**src/rtl/sw_ld_pkg.sv**
```systemverilog
// Shared types and defaults for the switch/load conditioner.
package sw_ld_pkg;

   // Default synchronizer depth and debounce interval.
   localparam int unsigned DEF_SYNC_STAGES = 2;
   localparam int unsigned DEF_DB_CYCLES   = 1000000;

   // Number of slide switches feeding the counter load data.
   localparam int unsigned NUM_SW = 4;

   // Press FSM state encoding.
   localparam int unsigned STATE_W = 2;
   typedef logic [STATE_W-1:0] state_t;

   localparam state_t IDLE = 2'd0;
   localparam state_t FIRE = 2'd1;
   localparam state_t HELD = 2'd2;

   // Debounce counter width: must hold the value DB_CYCLES itself.
   function automatic int unsigned cnt_width(input int unsigned cycles);
      return $clog2(cycles + 1);
   endfunction

endpackage

```
**src/rtl/debounce_bit.sv**
```systemverilog
// One raw input: synchronizer chain, stability counter and debounced flop.
module debounce_bit
   import sw_ld_pkg::*;
#(
   parameter int unsigned SYNC_STAGES = DEF_SYNC_STAGES,
   parameter int unsigned DB_CYCLES   = DEF_DB_CYCLES
) (
   input  logic clk,
   input  logic rst,
   input  logic i_raw,
   output logic o_db
);

   localparam int unsigned CNT_W = cnt_width(DB_CYCLES);

   logic [SYNC_STAGES-1:0] r_sync;
   logic [CNT_W-1:0]       r_cnt;
   logic                   r_db;

   logic                   w_sync;
   logic                   w_differ;
   logic                   w_expire;

   assign w_sync   = r_sync[SYNC_STAGES-1];
   assign w_differ = w_sync ^ r_db;
   // Counter has seen DB_CYCLES consecutive mismatching cycles.
   assign w_expire = (r_cnt == CNT_W'(DB_CYCLES));

   // Metastability chain: raw bit shifts in at the LSB.
   always_ff @(posedge clk) begin
      if (rst) begin
         r_sync <= '0;
      end else begin
         r_sync <= {r_sync[SYNC_STAGES-2:0], i_raw};
      end
   end

   // Count stable mismatch cycles; accept the new level once the count expires.
   always_ff @(posedge clk) begin
      if (rst) begin
         r_cnt <= '0;
         r_db  <= 1'b0;
      end else if (!w_differ) begin
         r_cnt <= '0;
      end else if (w_expire) begin
         r_db  <= w_sync;
         r_cnt <= '0;
      end else begin
         r_cnt <= r_cnt + CNT_W'(1);
      end
   end

   assign o_db = r_db;

endmodule

```
**src/rtl/sw_ld_conditioner.sv**
```systemverilog
// Conditions the load pushbutton and slide switches for a loadable counter:
// debounces every raw input and turns each debounced press into one ld strobe.
module sw_ld_conditioner
   import sw_ld_pkg::*;
#(
   parameter int unsigned SYNC_STAGES = DEF_SYNC_STAGES,
   parameter int unsigned DB_CYCLES   = DEF_DB_CYCLES
) (
   input  logic              clk,
   input  logic              rst,
   input  logic              btn_raw,
   input  logic [NUM_SW-1:0] sw_raw,
   output logic              ld,
   output logic [NUM_SW-1:0] sw,
   output logic              btn_db
);

   logic              w_btn_db;
   logic [NUM_SW-1:0] w_sw_db;

   state_t            r_state;
   state_t            w_state_nxt;
   logic              r_ld;

   // Load button conditioning.
   debounce_bit #(
      .SYNC_STAGES (SYNC_STAGES),
      .DB_CYCLES   (DB_CYCLES)
   ) u_btn_db (
      .clk   (clk),
      .rst   (rst),
      .i_raw (btn_raw),
      .o_db  (w_btn_db)
   );

   // Per-switch conditioning.
   for (genvar gi = 0; gi < NUM_SW; gi++) begin : g_sw
      debounce_bit #(
         .SYNC_STAGES (SYNC_STAGES),
         .DB_CYCLES   (DB_CYCLES)
      ) u_sw_db (
         .clk   (clk),
         .rst   (rst),
         .i_raw (sw_raw[gi]),
         .o_db  (w_sw_db[gi])
      );
   end

   // Press FSM state register.
   always_ff @(posedge clk) begin
      if (rst) begin
         r_state <= IDLE;
      end else begin
         r_state <= w_state_nxt;
      end
   end

   // Press FSM next state: fire once, then wait for release before rearming.
   always_comb begin
      w_state_nxt = r_state;
      case (r_state)
         IDLE:    if (w_btn_db) w_state_nxt = FIRE;
         FIRE:    w_state_nxt = HELD;
         HELD:    if (!w_btn_db) w_state_nxt = IDLE;
         default: w_state_nxt = IDLE;
      endcase
   end

   // ld is registered from the next state so it is high exactly while in FIRE.
   always_ff @(posedge clk) begin
      if (rst) begin
         r_ld <= 1'b0;
      end else begin
         r_ld <= (w_state_nxt == FIRE);
      end
   end

   assign ld     = r_ld;
   assign sw     = w_sw_db;
   assign btn_db = w_btn_db;

endmodule
```
**config.mk**
```make
export PLATFORM = sky130hd
export DESIGN_NAME = sw_ld_conditioner
export DESIGN_NICKNAME = d
export VERILOG_FILES = /design/src/rtl/sw_ld_pkg.sv /design/src/rtl/debounce_bit.sv /design/src/rtl/sw_ld_conditioner.sv
export SDC_FILE = /design/constraint.sdc
export NUM_CORES = 1
export LEC_CHECK = 0
export CORE_UTILIZATION = 45
export CTS_CLUSTER_SIZE = 8
export DETAILED_ROUTE_END_ITERATION = 6
export RECOVER_POWER = 25
export SLEW_MARGIN = 0
export SYNTH_ARGS = -nofsm -noshare
export SYNTH_HDL_FRONTEND = slang
export SYNTH_SLANG_ARGS = --single-unit
```
**constraint.sdc**
```tcl
create_clock -name clk -period 6 [get_ports clk]
set_clock_uncertainty 0.2 [all_clocks]
set_input_delay 1.2 -clock clk [delete_from_list [all_inputs] [get_ports clk]]
set_output_delay 1.2 -clock clk [all_outputs]
set_load 0.1 [all_outputs]
```
Yosys cells after proc, flatten, opt, wreduce, memory -nomap -nowiden
Index checks and enable logic that the tools add are counted.
{"block": "totals", "regBits": 118, "inputBits": 7, "out_inout_bits": 6, "wordCells": 54}
{"block": "classes", "addsub": 5, "eq_ne": 8, "muxes": 3, "bitwise": 10, "n_reduce_logical": 11}
{"op": "adder 20 x 1 -> 20 bit (second input constant)", "n": 5}
{"op": "equality test 20 bit (second input constant)", "n": 5}
{"op": "OR reduction 3 bit", "n": 5}
{"op": "AND reduction 2 bit", "n": 5}
{"op": "one-hot mux 2 bit (3 select lines)", "n": 1}
{"op": "inverter 1 bit", "n": 5}
{"op": "XOR 1 bit", "n": 5}
{"op": "equality test 2 x 1 -> 1 bit (second input constant)", "n": 2}
{"op": "2-to-1 mux 2 bit", "n": 2}
{"op": "equality test 2 bit (second input constant)", "n": 1}
{"op": "zero test 2 bit", "n": 1}

Logic depth before layout (Yosys ltp)
Gate-level depths: netlist (run 1).
{"block": "depth", "word_depth": 3, "ltp_mapped": 7, "depth_no_buf": 6}

Modules after synthesis
From an unflattened synthesis (run 1), not the netlist that was laid out.
{"block": "unflattened", "cells_unflattened": 608, "hier_area_um2": 5238.8}
{"module": "debounce_bit", "n_inst": 5, "cells_each": 120, "area_each_um2": 1028.5, "seq_area_each_um2": 460.4}
{"module": "sw_ld_conditioner", "n_inst": 1, "cells_each": 8, "area_each_um2": 96.3, "seq_area_each_um2": 60.1}

Worst setup path after synthesis (run 1)
Ideal clock, no wire load.
{"block": "synth_timing", "kind": "reg-to-output", "startpoint": "register u_btn_db.r_db (netlist: u_btn_db.o_db)", "endpoint": "output port btn_db", "arrival_ns": 0.985, "required_ns": 4.600, "setup_slack_ns": 3.615, "path_stages_with_launch": 1, "path_buffers": 0, "cell_sequence": "dfxtp_1"}
{"element": "from (decl)", "line_no": "debounce_bit.sv:18", "text": "logic r_db;"}
{"element": "from (signal assigned)", "line_no": "debounce_bit.sv:46", "text": "r_db <= w_sync;"}
{"element": "to (decl)", "line_no": "sw_ld_conditioner.sv:15", "text": "output logic btn_db"}
No word-level cell between the ends.

Worst setup path after layout (run 1)
{"block": "layout_timing", "startpoint": "register u_btn_db.r_db (netlist: u_btn_db.o_db)", "endpoint": "output port btn_db"}
No word-level cell between the ends.

==> results of run 1 <==
## stage by stage
stage	worst slack (ns)	std cells	total power, mW
2_1_floorplan	3.61	609	0.819
3_3_place_gp	2.96	744	0.827
3_5_place_dp	2.90	744	0.828
4_1_cts	2.53	776	1.90
5_1_grt	2.49	776	1.94
6_report	2.54	776	1.88
## synth_stat cells, types with 10 or more instances
| master | instances | area share [%] |
|---|---|---|
| xor2_1 | 29 | 4.8 |
| o21ai_0 | 21 | 2.0 |
| or3_1 | 20 | 2.4 |
| nand3_1 | 35 | 3.3 |
| nor3_1 | 13 | 1.2 |
| clkbuf_1 | 13 | 0.93 |
| ha_1 | 10 | 2.4 |
| or4_1 | 15 | 2.1 |
| nand4_1 | 23 | 2.7 |
| nand2_1 | 28 | 2.0 |
| dfxtp_1 | 118 | 45 |
| nor4_1 | 11 | 1.3 |
| nor2b_1 | 10 | 1.2 |
| xnor2_1 | 38 | 6.3 |
| a21oi_1 | 31 | 2.9 |
| inv_1 | 34 | 2.4 |
| nor2_1 | 87 | 6.2 |
## worst min path at each step
| stage | to | depth (start not counted) |
|---|---|---|
| finish | g_sw[1].u_sw_db.r_sync[1]$_SDFF_PP0_ | 1 |
| global route | g_sw[3].u_sw_db.r_sync[1]$_SDFF_PP0_ | 1 |
| CTS | g_sw[1].u_sw_db.r_sync[1]$_SDFF_PP0_ | 1 |
| detailed placement | g_sw[1].u_sw_db.r_sync[1]$_SDFF_PP0_ | 1 |
| global placement | g_sw[3].u_sw_db.r_sync[1]$_SDFF_PP0_ | 1 |
| floorplan | g_sw[0].u_sw_db.r_sync[1]$_SDFF_PP0_ | 1 |
## registers in the layout, indices dropped and copies added, names as in the netlist
signal / count
u_btn_db.r_sync: 2
u_btn_db.o_db: 1
g_sw.u_sw_db.r_cnt: 80
u_btn_db.r_cnt: 20
r_state: 2
ld: 1
g_sw.u_sw_db.o_db: 4
g_sw.u_sw_db.r_sync: 8
## layer usage
metal | up-vias | track usage [%] | share of wire (%)
met3 | 8 | 5.64 | 3.2
met4 | 0 | 7.05 | 0.98
li1 | 2147 | - | -
met5 | - | 0 | 0
met1 | 1952 | 23.2 | 49
met2 | 46 | 29.0 | 47
## power by group
group / total, mW / internal (mW) / switching (mW)
Sequential: 0.790 / 0.788 / 0.00240
Combinational: 0.0196 / 0.00866 / 0.0109
Clock: 1.07 / 0.697 / 0.370
Total: 1.88 / 1.49 / 0.383
## cell type report
| type | instances | area, um^2 | area share [%] |
|---|---|---|---|
| clock buffer | 18 | 429 | 7.03 |
| clock inverter | 14 | 201 | 3.30 |
| inverter | 34 | 128 | 2.09 |
| multi-input combinational | 432 | 2660 | 43.5 |
| sequential | 118 | 2360 | 38.7 |
| tap | 143 | 179 | 2.93 |
| timing repair buffer | 17 | 154 | 2.52 |
## cells by family after synthesis
group,share of synthesized area (%)
compound gates,7.92
xor+xnor,11.1
fa+ha+maj,2.38
buf+inv,4.68
flops,44.9
simple gates,29.0
==> impl_metrics.yaml, run 1 <==
critical_path:
  r2r_start: "g_sw[0].u_sw_db.r_cnt[2]$_SDFF_PP0_"
  cp_slowest_stage_delay_ns: 1.18
  cp-endpoint: "btn_db"
  cp_cell_sequence: "clkdlybuf4s50_1"
  crit_required_ns: 4.60
  crit_family: "buffers and inverters"
  reg2reg_to: "g_sw[0].u_sw_db.r_cnt[17]$_SDFF_PP0_"
  ff2ff_path_depth: 4
  critical_path_class: "reg2out"
  startpoint_type: "flip-flop"
  end_kind: "primary output"
  arrival_ns: 2.06
  cp-startpoint: "u_btn_db.o_db$_SDFFE_PP0P_"
  cp_num_buf_inv: 1
  slowest_stage: "clkdlybuf4s50_1"
  cp_max_fo: 6
  crit_cells: 1
  ff2ff_setup_slack_ns: 3.66
cts:
  htree_levels: 4
  cts.sinks: 118
  cts_resized: 0
  numCtsBuffers: 17
  cts_tree: "done"
  clk_pin_slew_ns: 0.06
  insertion_delay_ns: 0.41
  cts_root_buf: "clkbuf_16"
  cts_setup_buffers: 0
  hold_buffers: 0
  cts_buffer_depth: 2
finish:
  drive_gt1_share_pct: 7.11
  diodes: 0
  fill_cells: 1075
  final_cell_mix: "dfxtp_1, nor2_1, xnor2_1, nand3_1, inv_1"
  stdcell_area_um2: 6110
  final_common_cell: "dfxtp_1"
  postLayoutCoreUtil_pct: 53.5
  syn_to_final_growth_pct: 16.0
  fin_nets: 637
sta:
  slew_viol_final: 0
  setup-tns-final_ns: 0
  period_share_pct: 57.6
  rsz0062_at_grt: "no"
  finalSetupViolCount: 0
  hold_ws_ns: 0.234
  fmax_mhz: 289
  worst_pin_slew_ns: 0.974
  period_minus_slack_ns: 3.46
  slew_headroom_pct: 34.8
  hold_violations: 0
synthesis:
  ys.flop_type: "dfxtp_1"
  synth_fp_nets: 626
  syn_area_um2: 5260
  synth_edf_count: 0
  async_reset_ff_share_pct: 0
  ys_ff_latch: 118
  synth.avg_cell_area_um2: 8.64
  ys_seq_area_share_pct: 44.9
  synth-warning-count: 0
  synth_cell_types: 37
  syn_inst: 609
grt:
  track_usage_pct: 18.3
  grt_max_degree: 24
  overflow: 0
  antenna_found_initial: 0
  grt_pass1_vias: 3918
  grt_first_pass_wirelength_um: 17300
power:
  ir_drop_mv: 0.189
  power.density_nw_per_um2: 307
  leakage_nw: 1.83
worst_hold_path:
  holdCritPathClass: "reg2reg"
  min_from: "g_sw[1].u_sw_db.r_sync[0]$_SDFF_PP0_"
die:
  io_pins: 13
  die_h_um: 110
  coreArea_um2: 11400
  fp-row-count: 39
  die_w_um: 110
  die-area_um2: 12100
  start_util_pct: 46.1
placement:
  io_buffers: 12
  place_area_um2: 5480
  dpl.hpwl_um: 6640
  gp_congestion: 0.746
routing:
  first_pass_iters: 5
  antenna_left: 0
  viasPerCell: 5.35
  vias: 4153
  drt_first_iter_violations: 256
  wire_per_inst_um: 12.7
  drcViolationCount: 0
  wl_um: 9860
run_status:
  status: "complete, no violations"
run:
  cap_violations: 0
No activity file was read; power rests on OpenSTA's default activity.
==> inputs of run 2 (changes only) <==
==> constraint.sdc (replaced) <==
create_clock -name clk -period 3.5 [get_ports clk]
set_clock_uncertainty 0.2 [all_clocks]
set_input_delay 0.7 -clock clk [delete_from_list [all_inputs] [get_ports clk]]
set_output_delay 0.7 -clock clk [all_outputs]
set_load 0.1 [all_outputs]
==> run 2 against run 1 <==
  * Wire length shrank 1.2%
  * Sequential share of layout area grew 0.20 points
  * Flip-flop and latch count unchanged
  * Worst hold slack got worse by 0.0023 ns
  * Non-clock buffer count grew 1
==> impl_metrics.yaml, run 2 (synthesis results as in run 1) <==
sta:
  period_minus_slack_ns: 2.45
  slew_headroom_pct: 44.0
  period_share_pct: 70.1
  fmax_mhz: 408
  finalSetupViolCount: 0
  setup-tns-final_ns: 0
  hold_violations: 0
  rsz0062_at_grt: "no"
  finalWorstSetupSlack_ns: 1.05
  worst_pin_slew_ns: 0.840
  slew_viol_final: 0
routing:
  drcViolationCount: 0
  first_pass_iters: 4
  antenna_left: 0
  vias: 4103
  wl_um: 9750
  drt_first_iter_violations: 155
  viasPerCell: 5.29
  wire_per_inst_um: 12.6
finish:
  fin_nets: 638
  diodes: 0
  syn_to_final_growth_pct: 15.5
  final_common_cell: "dfxtp_1"
  top_register: "g_sw.u_sw_db.r_cnt"
  drive_gt1_share_pct: 7.91
  postLayoutCoreUtil_pct: 53.2
  final_cell_mix: "dfxtp_1, nor2_1, xnor2_1, nand3_1, inv_1"
  top_regs: "g_sw.u_sw_db.r_cnt (80), u_btn_db.r_cnt (20), g_sw.u_sw_db.r_sync (8)"
  largest_reg_flops: 80
power:
  leakage_nw: 1.85
  ir_drop_mv: 0.391
  power.density_nw_per_um2: 519
cts:
  cts_root_buf: "clkbuf_16"
  insertion_delay_ns: 0.41
  numCtsBuffers: 17
  hold_buffers: 0
  clk_pin_slew_ns: 0.05
  htree_levels: 4
  cts_resized: 0
  cts_tree: "done"
  cts.sinks: 118
  cts_setup_buffers: 0
  cts_buffer_depth: 2
run_status:
  status: "complete, no violations"
run:
  cap_violations: 0
critical_path:
  end_kind: "flip-flop"
  crit_required_ns: 3.60
  arrival_ns: 2.55
  ff2ff_setup_slack_ns: 1.05
  startpoint_type: "flip-flop"
  cp_max_fo: 12
  critical_path_class: "reg2reg"
placement:
  io_buffers: 12
  dp_slack_ns: 1.08
  dpl.hpwl_um: 6560
  gp_congestion: 0.770
die:
  io_pins: 13
  coreArea_um2: 11400
  die_h_um: 110
  start_util_pct: 46.1
  die-area_um2: 12100
  fp-row-count: 39
  die_w_um: 110
grt:
  grt_pass1_vias: 3684
  antenna_found_initial: 0
  grt_first_pass_wirelength_um: 16600
  grt_max_degree: 23
  overflow: 0
  track_usage_pct: 17.8
worst_hold_path:
  holdCritPathClass: "reg2reg"
run 2: cell count changes in the layout (fill, tap and decap cells not counted):
cell,before,now
buf_4,4,11
bufinv_16,4,3
clkbuf_8,0,4
clkdlybuf4s50_1,11,5
clkinv_2,0,2
clkinv_4,4,0
clkinvlp_4,5,3
inv_6,1,0
o21ai_0,19,20
o21ai_1,4,3
run 2: path summary, 6_finish.rpt:
| check | start | cells past startpoint | endpoint |
|---|---|---|---|
| max reg2reg | g_sw[2].u_sw_db.r_cnt[4]$_SDFF_PP0_ | 5 | g_sw[2].u_sw_db.r_cnt[12]$_SDFF_PP0_ |
| min reg2reg | g_sw[3].u_sw_db.r_sync[0]$_SDFF_PP0_ | 1 | g_sw[3].u_sw_db.r_sync[1]$_SDFF_PP0_ |
| max | g_sw[2].u_sw_db.r_cnt[4]$_SDFF_PP0_ | 5 | g_sw[2].u_sw_db.r_cnt[12]$_SDFF_PP0_ |
| min | g_sw[3].u_sw_db.r_sync[0]$_SDFF_PP0_ | 1 | g_sw[3].u_sw_db.r_sync[1]$_SDFF_PP0_ |
run 2: area by class of cell:
| class | instances | area [um^2] |
|---|---|---|
| multi-input combinational | 432 | 2660 |
| timing repair buffer | 18 | 146 |
| fill | 1081 | 5340 |
| inverter | 34 | 128 |
| clock inverter | 8 | 123 |
| tap | 143 | 179 |
| sequential | 118 | 2360 |
| clock buffer | 22 | 484 |
run 2: through the flow:
stage | power, mW | hold slack, ns | std cells | area, um^2
3_5_place_dp | 1.42 | 0.225 | 745 | 5470
5_1_grt | 3.25 | 0.255 | 775 | 6080
4_1_cts | 3.19 | 0.237 | 775 | 6080
2_1_floorplan | 1.40 | 0.214 | 609 | 5260
6_report | 3.16 | 0.232 | 775 | 6080
3_3_place_gp | 1.42 | 0.216 | 745 | 5470
run 2: power breakdown:
| part | leakage, nW | internal [mW] | switching [mW] |
|---|---|---|---|
| sequential | 0.953 | 1.35 | 0.00406 |
| combinational | 0.605 | 0.0153 | 0.0187 |
| clock | 0.290 | 1.18 | 0.584 |
| total | 1.85 | 2.55 | 0.607 |
run 2: worst max-delay path: stages (launching register included):
cell     delay [ns]
dfxtp_1        0.35
or4_1          0.51
or3_1          0.35
o21ai_1        0.56
buf_4          0.30
nor2_1         0.07
run 2: metal layers:
layer	vias to the layer above	track usage, %	part of all wire [%]
met4	0	7.52	1.2
met1	1925	22.2	49
met5	-	0	0
li1	2144	-	-
met3	8	6.35	2.3
met2	26	27.9	48
